===== src/rtl/pwm_version2.sv =====
// PWM generator: free-running counter, registered pwm and end-of-period flag.
// Optional PWM_SHADOW_DUTY_EN latches dato at each period wrap; otherwise dato is used directly.
// Latency: one clk from dato to pwm; no backpressure (free-running, no stall).
module pwm_version2 #(
    parameter int               WIDTH     = 22,
    parameter logic [WIDTH-1:0] MAX_COUNT = {WIDTH{1'b1}}
) (
    input  logic             clk,
    input  logic             rst_n,
    input  logic [WIDTH-1:0] dato,
    output logic             pwm,
    output logic [WIDTH-1:0] counter,
    output logic             fin_periodo
);

    logic [WIDTH-1:0] counter_q, counter_d;
    logic             pwm_q, pwm_d;
    logic             fin_periodo_q, fin_periodo_d;
    logic [WIDTH-1:0] duty_active;
    logic             wrap;

`ifdef PWM_SHADOW_DUTY_EN
    logic [WIDTH-1:0] duty_q, duty_d;
`endif

    always_comb begin
        wrap      = (counter_q == MAX_COUNT);
        counter_d = wrap ? '0 : counter_q + WIDTH'(1);
`ifdef PWM_SHADOW_DUTY_EN
        // New duty is visible in the same cycle the counter returns to 0.
        duty_d      = wrap ? dato : duty_q;
        duty_active = duty_d;
`else
        duty_active = dato;
`endif
        // pwm is computed from the next counter value so it lines up with counter.
        pwm_d         = (counter_d < duty_active);
        fin_periodo_d = (counter_d == MAX_COUNT);
    end

    always_ff @(posedge clk or negedge rst_n) begin
        if (!rst_n) begin
            counter_q     <= '0;
            pwm_q         <= 1'b0;
            fin_periodo_q <= 1'b0;
`ifdef PWM_SHADOW_DUTY_EN
            duty_q        <= '0;
`endif
        end else begin
            counter_q     <= counter_d;
            pwm_q         <= pwm_d;
            fin_periodo_q <= fin_periodo_d;
`ifdef PWM_SHADOW_DUTY_EN
            duty_q        <= duty_d;
`endif
        end
    end

    assign counter     = counter_q;
    assign pwm         = pwm_q;
    assign fin_periodo = fin_periodo_q;

endmodule


===== config.mk =====
export PLATFORM = sky130hd
export DESIGN_NAME = pwm_version2
export DESIGN_NICKNAME = d
export VERILOG_FILES = /design/src/rtl/pwm_version2.sv
export SDC_FILE = /design/constraint.sdc
export NUM_CORES = 1
export LEC_CHECK = 0
export ABC_AREA = 1
export CAP_MARGIN = 20
export CORE_MARGIN = 1
export CORE_UTILIZATION = 50
export CTS_CLUSTER_SIZE = 28
export DETAILED_ROUTE_END_ITERATION = 8
export PLACE_DENSITY = 0.81
export SYNTH_ARGS = -nofsm -noshare
export SYNTH_HDL_FRONTEND = slang
export SYNTH_SLANG_ARGS = --single-unit

===== constraint.sdc =====
create_clock -name clk -period 2.9 [get_ports clk]
set_input_delay 0.435 -clock clk [delete_from_list [all_inputs] [get_ports clk]]
set_output_delay 0.435 -clock clk [all_outputs]
set_load 0.03 [all_outputs]

---- Yosys cells after proc, flatten, opt, wreduce, memory -nomap -nowiden ----
Cells that the tools add are included.
operators by class
  equality and inequality tests ........... 2
  $add $sub $neg .......................... 1
  multiplexer cells ....................... 1
  order comparisons ....................... 1
operator list
  cell                   number
  $eq 22x22->1 const B   2
  $add 22x1->22 const B  1
  $lt 22x22->1           1
  $mux 22                1
word-level totals
  bits in registers ....................... 24
  output and inout bits ................... 24
  input port bits ......................... 24

---- Longest topological paths before layout ----
Gate-level depths: netlist of the first run.
  word-level depth ........................ 3
  depth in mapped cells ................... 17
  gate-level depth less buffers ........... 17

---- Worst setup path after synthesis of the first run ----
Ideal clock, no wire load.
  kind .................................... flip-flop to flip-flop
  start ................................... register counter_q[1] (netlist: counter[1])
  end ..................................... register pwm_q (netlist: pwm)
  data arrival time ....................... 2.478 ns
  setup slack ............................. 0.293 ns
  data required time ...................... 2.771 ns
  cell stages (with the launch flop) ...... 14
  period minus slack after synthesis ...... 2.607 ns
  path through ............................ dfrtp_1 > ha_1 > nand2_2 > nor2_4 > nand2_4 > nor2_8 > nand2_4 > inv_1 > nor3_2 > ha_1 > nand2_1 > nor4_1 > nor4b_1 > a21oi_1
on the way
  longest elaborated chain between the ends .. 3
  elaborated cells on any way between the ends .. 4
ends and longest elaborated chain
  what                                                  RTL line  source
  start: declaration                                    16        logic [WIDTH-1:0] counter_q, counter_d;
  start signal: assignment                              50        counter_q <= counter_d;
  $add 22x1->22 / $eq 22x22->1 (equally long branches)  28, 27
  $mux 22 *                                             28        counter_d = wrap ? '0 : counter_q + WIDTH'(1);
  named net counter_d[19]                               16
  $lt 22x22->1 *                                        37        pwm_d = (counter_d < duty_active);
  named net pwm_d                                       17        logic pwm_q, pwm_d;
  end signal: assignment                                51        pwm_q <= pwm_d;
  end: declaration                                      17
The timed path passes the listed nets; every way through them passes the cells marked *.

---- Final worst setup path of the first run ----
  start ................................... register counter_q[0] (netlist: counter[0])
  end ..................................... register pwm_q (netlist: pwm)
Same word-level chain as after synthesis.

==> results of run 1 <==
## where the power goes
part	internal (W)	leakage [nW]	total, W	switching [W]
clock network	0.000185	0.0357	0.000293	0.000108
registers	0.000334	0.316	0.000334	0.000000000108
logic	0.0000385	0.990	0.0000658	0.0000273
total	0.000558	1.34	0.000693	0.000135
## timing repair
item / in CTS / in global routing
setup endpoints to repair: 0 / 1
hold endpoints to repair: 0 / 0
hold buffers: 0 / 0
gates resized for setup: 0 / 2
## metrics by stage
stage                     hold WS [ns]  area (µm²)  total power [W]
after detailed placement         0.611        2480         0.000407
final                            0.513        2570         0.000693
after floorplan                  0.139        1940         0.000363
after global routing             0.537        2570         0.000726
after CTS                        0.521        2550         0.000696
after global placement           0.608        2480         0.000405
## path summary, 6_finish.rpt
path                       slack [ns]     endpoint        from  cells after the start
hold reg to reg                  0.64   counter[6]  counter[6]                      1
setup / recovery                 0.32          pwm  counter[0]                     13
min in group clk                 0.64   counter[6]  counter[6]                      1
setup reg to reg                 0.32          pwm  counter[0]                     13
max in group asynchronous        2.16  counter[12]       rst_n                      2
hold / removal                   0.51          pwm       rst_n                      2
## layout make-up
class                   instances  area [µm²]  area share, %
clock buffers                   3        41.3           1.61
repair buffers                 49         485           18.9
multi-input cells             194        1160           45.3
clock inverters                 1        30.0           1.17
flip-flops and latches         24         601           23.4
inverters                      50         188           7.31
well taps                      48        60.1           2.34
## sequential cells by signal (all words and copies together), names as in the netlist
name         count
counter         22
fin_periodo      1
pwm              1
## cell families (layout without fill, tap and decap cells)
| kind of cell | count (synthesis) | in the layout | share of synthesized area [%] |
|---|---|---|---|
| and+or+nand+nor | 145 | 145 | 36.5 |
| adders and majority gates | 22 | 22 | 14.2 |
| buffers and inverters | 50 | 103 | 9.68 |
| DFF | 24 | 24 | 31.0 |
| AOI/OAI and AO/OA | 24 | 24 | 7.23 |
| xor gates and xnor gates | 3 | 3 | 1.36 |
## routing by layer
layer  track usage [%]  vias up
met5                 0        -
met4              10.6        0
met3              5.89        9
met2              42.9       69
met1              32.8      863
li1                  -      951
## cell usage after synthesis
master	n	share of area, %
nand2_1	66	13
inv_1	48	9.3
nor2_1	32	6.2
dfrtp_1	24	31
ha_1	22	14
a21oi_1	14	3.6
nand3_1	13	3.4
nand2_2	6	1.9
nand4_1	5	1.6
nor2_4	5	2.9
nor2_2	4	1.3
nor3_1	4	1.0
nand2_4	3	1.7
o21ai_0	3	0.77
o21bai_1	3	1.2
xor2_1	3	1.4
inv_2	2	0.39
nand3_2	2	1.0
a211oi_1	1	0.39
nor2_8	1	1.0
nor3_2	1	0.52
nor4_1	1	0.32
nor4b_1	1	0.45
o21a_1	1	0.39
o21ai_2	1	0.45
o221ai_1	1	0.45
or2_2	1	0.32
==> flow_summary.json, run 1 <==
{
  "worstPathRequired_ns": 3.06,
  "fmax_mhz": 388,
  "maxCapViolations": 0,
  "powerDensity_nw_per_um2": 270,
  "routed-wl-met3_um": 324,
  "syn_avg_cell_area_um2": 7.23,
  "cts_buffer_depth": 2,
  "hold_violations": 0,
  "dp_slack_ns": 0.248,
  "cp.arrival_ns": 2.74,
  "placed_cells": 365,
  "wl_met1_um": 2040,
  "timing.final.max_slew_violations": 0,
  "final.setup_skew_ns": 0.00851,
  "grt_pass1_wl_um": 8200,
  "path_buf_inv": 1,
  "drt_iter0_markers": 126,
  "antenna_found_initial": 0,
  "cts_sinks": 24,
  "drt-total-wl_um": 4770,
  "critPathTopFamily": "simple AND/OR/NAND/NOR gates",
  "grt_max_degree": 25,
  "num-fill-cells": 322,
  "via_count": 1892,
  "path_cells": "ha_1, nand2_2, nor2_4, nand2_4, nor2_8, nand2_4, inv_1, nor3_2, ha_1, nand2_1, nor4_2, nor4b_2, a21oi_1",
  "netlist_instances": 268,
  "cp_max_fo": 8,
  "ant_nets": 0,
  "tightest_slew_ns": 0.438,
  "nets": 368,
  "rows": 22,
  "fin_crit_ns": 2.58,
  "final_common_cell": "nand2_1",
  "cts_tree": "done",
  "wl_per_cell_um": 12.9,
  "die_height_um": 64.3,
  "period_share_pct": 88.8,
  "antenna_cells": 0,
  "coreArea_um2": 3690,
  "cp-end-kind": "register",
  "io_buffers": 47,
  "synth_cell_types": 27,
  "track_usage_pct": 26.1,
  "hp-class": "input port to async pin",
  "htreeDepth": 1,
  "via_per_inst": 5.13,
  "vdd_drop_max_uv": 194,
  "slowest_stage": "dfrtp_1",
  "gp_congestion": 0.921,
  "rsz0062_at_grt": "no",
  "tns_ns": 0,
  "firstDrtPassIters": 4,
  "dieArea_um2": 4130,
  "die_w_um": 64.3,
  "synth-seq-area-share_pct": 31.0,
  "synthesis.nets": 314,
  "final_util_pct": 69.6,
  "fin_cells": 369,
  "synth_seq_cells": 24,
  "final_cell_mix": "nand2_1 (66), inv_1 (48), clkdlybuf4s50_1 (47)",
  "start_util_pct": 52.5,
  "syn_to_final_growth_pct": 32.5,
  "finalSetupViolCount": 0,
  "status": "finished, final reports clean",
  "root_buffer": "clkbuf_8",
  "p_leak_nw": 1.34,
  "slowest_delay_ns": 0.41,
  "critical_path_class": "register to register",
  "grt-ovfl-total": 0,
  "io_pins": 48,
  "insertion_delay_ns": 0.27,
  "fin_ws_ns": 0.325,
  "place_hpwl_um": 3840,
  "max_slew_margin_pct": 70.7,
  "yosys_warnings": 0,
  "wl_met2_um": 2310,
  "top_layer": "met4",
  "drive_above_1_share_pct": 10.6,
  "cts_setup_buffers": 0,
  "drc": 0,
  "synth_area_um2": 1940,
  "numCtsBuffers": 3,
  "path_clk_slew_ns": 0.09,
  "grt_pass1_vias": 1831,
  "startpoint_type": "register"
}
Note: power is estimated with default switching activity, not from simulation.
==> inputs of run 2 (changes only) <==
--- a/config.mk
+++ b/config.mk
@@ -7,7 +7,7 @@
 export LEC_CHECK = 0
 export ABC_AREA = 1
 export CAP_MARGIN = 20
-export CORE_MARGIN = 1
+export CORE_MARGIN = 4
 export CORE_UTILIZATION = 50
 export CTS_CLUSTER_SIZE = 28
 export DETAILED_ROUTE_END_ITERATION = 8
==> run 2 against run 1 <==
Compared with the run above: global-route usage is 7.2 points lower; first-iteration DRC count fell by 22%; flip-flop and latch count unchanged; hold slack improved by 0.014 ns; die area rose by 20%; via count is 4.0% lower; largest cell class unchanged; total power fell by 9.9%; sequential share of layout area up 0.34 points.
==> flow_summary.json, run 2 (same netlist as run 1, synthesis figures left out) <==
{
  "status": "finished, final reports clean",
  "grt_pass1_vias": 1680,
  "cp.arrival_ns": 2.82,
  "final.setup_skew_ns": 0.00538,
  "dieArea_um2": 4940,
  "seq_area_um2": 601,
  "drc": 0,
  "firstDrtPassIters": 4,
  "final_common_cell": "nand2_1",
  "die_w_um": 70.3,
  "num-fill-cells": 333,
  "nets": 367,
  "largest_reg_flops": 22,
  "root_buffer": "clkbuf_8",
  "cts_setup_buffers": 0,
  "hp-class": "input port to async pin",
  "fmax_mhz": 375,
  "track_usage_pct": 18.9,
  "drive_above_1_share_pct": 9.69,
  "crit_path_start": "counter[0]",
  "tns_ns": 0,
  "grt_max_degree": 25,
  "startpoint_type": "register",
  "antenna_cells": 0,
  "io_pins": 48,
  "syn_to_final_growth_pct": 30.6,
  "fin_crit_ns": 2.67,
  "worstPathRequired_ns": 3.05,
  "die_height_um": 70.3,
  "maxCapViolations": 0,
  "rsz0062_at_grt": "no",
  "place_hpwl_um": 3900,
  "cp-end-kind": "register",
  "ant_nets": 0,
  "via_count": 1816,
  "wl_per_cell_um": 12.5,
  "via_per_inst": 4.93,
  "stdcell_area_um2": 2530,
  "finalSetupViolCount": 0,
  "grt_pass1_wl_um": 7510,
  "hold_slack_ns": 0.527,
  "reg2reg_from": "counter[0]",
  "r2r_slack_ns": 0.23,
  "gp_congestion": 0.881,
  "multiInputGateArea_um2": 1150,
  "cts_buffer_depth": 2,
  "timing.final.max_slew_violations": 0,
  "io_buffers": 47,
  "place_area_um2": 2480,
  "cts_tree": "done",
  "coreArea_um2": 3720,
  "numCtsBuffers": 3,
  "hold_violations": 0,
  "drt-total-wl_um": 4620,
  "max_slew_margin_pct": 73.6,
  "rows": 22,
  "p_leak_nw": 1.33,
  "vdd_drop_max_uv": 128,
  "start_util_pct": 52.2,
  "htreeDepth": 1,
  "cts_resized": 0,
  "path_clk_slew_ns": 0.09,
  "placed_cells": 364,
  "cp_max_fo": 8,
  "final_cell_mix": "nand2_1 (66), inv_1 (48), clkdlybuf4s50_1 (47)",
  "cts_hold_buf": 0,
  "tightest_slew_ns": 0.396,
  "drt_iter0_markers": 98,
  "critical_path_class": "register to register",
  "powerDensity_nw_per_um2": 247,
  "fin_cells": 368,
  "period_share_pct": 92.0,
  "insertion_delay_ns": 0.26,
  "grt-ovfl-total": 0,
  "cts_sinks": 24,
  "antenna_found_initial": 0
}
==> run 2: changes by cell type in the layout (fill, tap and decap cells not counted) <==
cell / delta
buf_4: -1
bufinv_16: -1
clkbuf_8: +1
nor4_1: +1
nor4_2: -1
nor4b_1: +1
nor4b_2: -1
==> run 2: path summary, 6_finish.rpt <==
kind	endpoint	cells after the start
max in group asynchronous	counter[9]	2
min in group clk	counter[6]	1
max	pwm	13
min reg2reg	counter[6]	1
max reg2reg	pwm	13
min	pwm	2
==> run 2: per-stage QoR <==
step	power, W	utilization, %	worst slack, ns
finish	0.000624	68.1	0.232
global route	0.000650	68.1	0.0186
CTS	0.000626	68.1	0.221
detailed placement	0.000406	66.6	0.239
global placement	0.000405	66.6	0.391
floorplan	0.000363	-	0.293
==> run 2: power by group <==
group / internal (W) / total (W) / switching [W]
Combinational: 0.0000385 / 0.0000648 / 0.0000263
Sequential: 0.000334 / 0.000334 / 0.000000000127
Clock: 0.000121 / 0.000225 / 0.000104
Total: 0.000494 / 0.000624 / 0.000130
==> run 2: routing by layer <==
metal | routed length [µm] | GRT usage [%]
met3 | 224 | 1.29
met4 | 43 | 4.47
met5 | 0 | 0
met2 | 2130 | 31.2
met1 | 2220 | 26.8
==> run 2: critical path: stages, from the launching register on <==
cell     delay (ns)
dfrtp_1        0.41
ha_1           0.20
nand2_2        0.09
nor2_4         0.16
nand2_4        0.10
nor2_8         0.14
nand2_4        0.09
inv_1          0.20
nor3_2         0.10
ha_1           0.30
nand2_1        0.07
nor4_1         0.30
nor4b_1        0.28
a21oi_1        0.11
==> run 2: layout make-up <==
| type | instances | share of cell area, % |
|---|---|---|
| multi-input combinational | 194 | 45.4 |
| sequential | 24 | 23.7 |
| timing repair buffer | 48 | 18.9 |
| inverter | 50 | 7.41 |
| tap | 48 | 2.37 |
| clock buffer | 4 | 2.17 |
==> inputs of run 3 (changes only) <==
--- a/config.mk
+++ b/config.mk
@@ -6,6 +6,7 @@
 export NUM_CORES = 1
 export LEC_CHECK = 0
 export ABC_AREA = 1
+export ABC_CLOCK_PERIOD_IN_PS = 2900
 export CAP_MARGIN = 20
 export CORE_MARGIN = 4
 export CORE_UTILIZATION = 50
==> results of run 3 <==
Same layout as run 2: the final DEF is identical, and so are final timing and power.
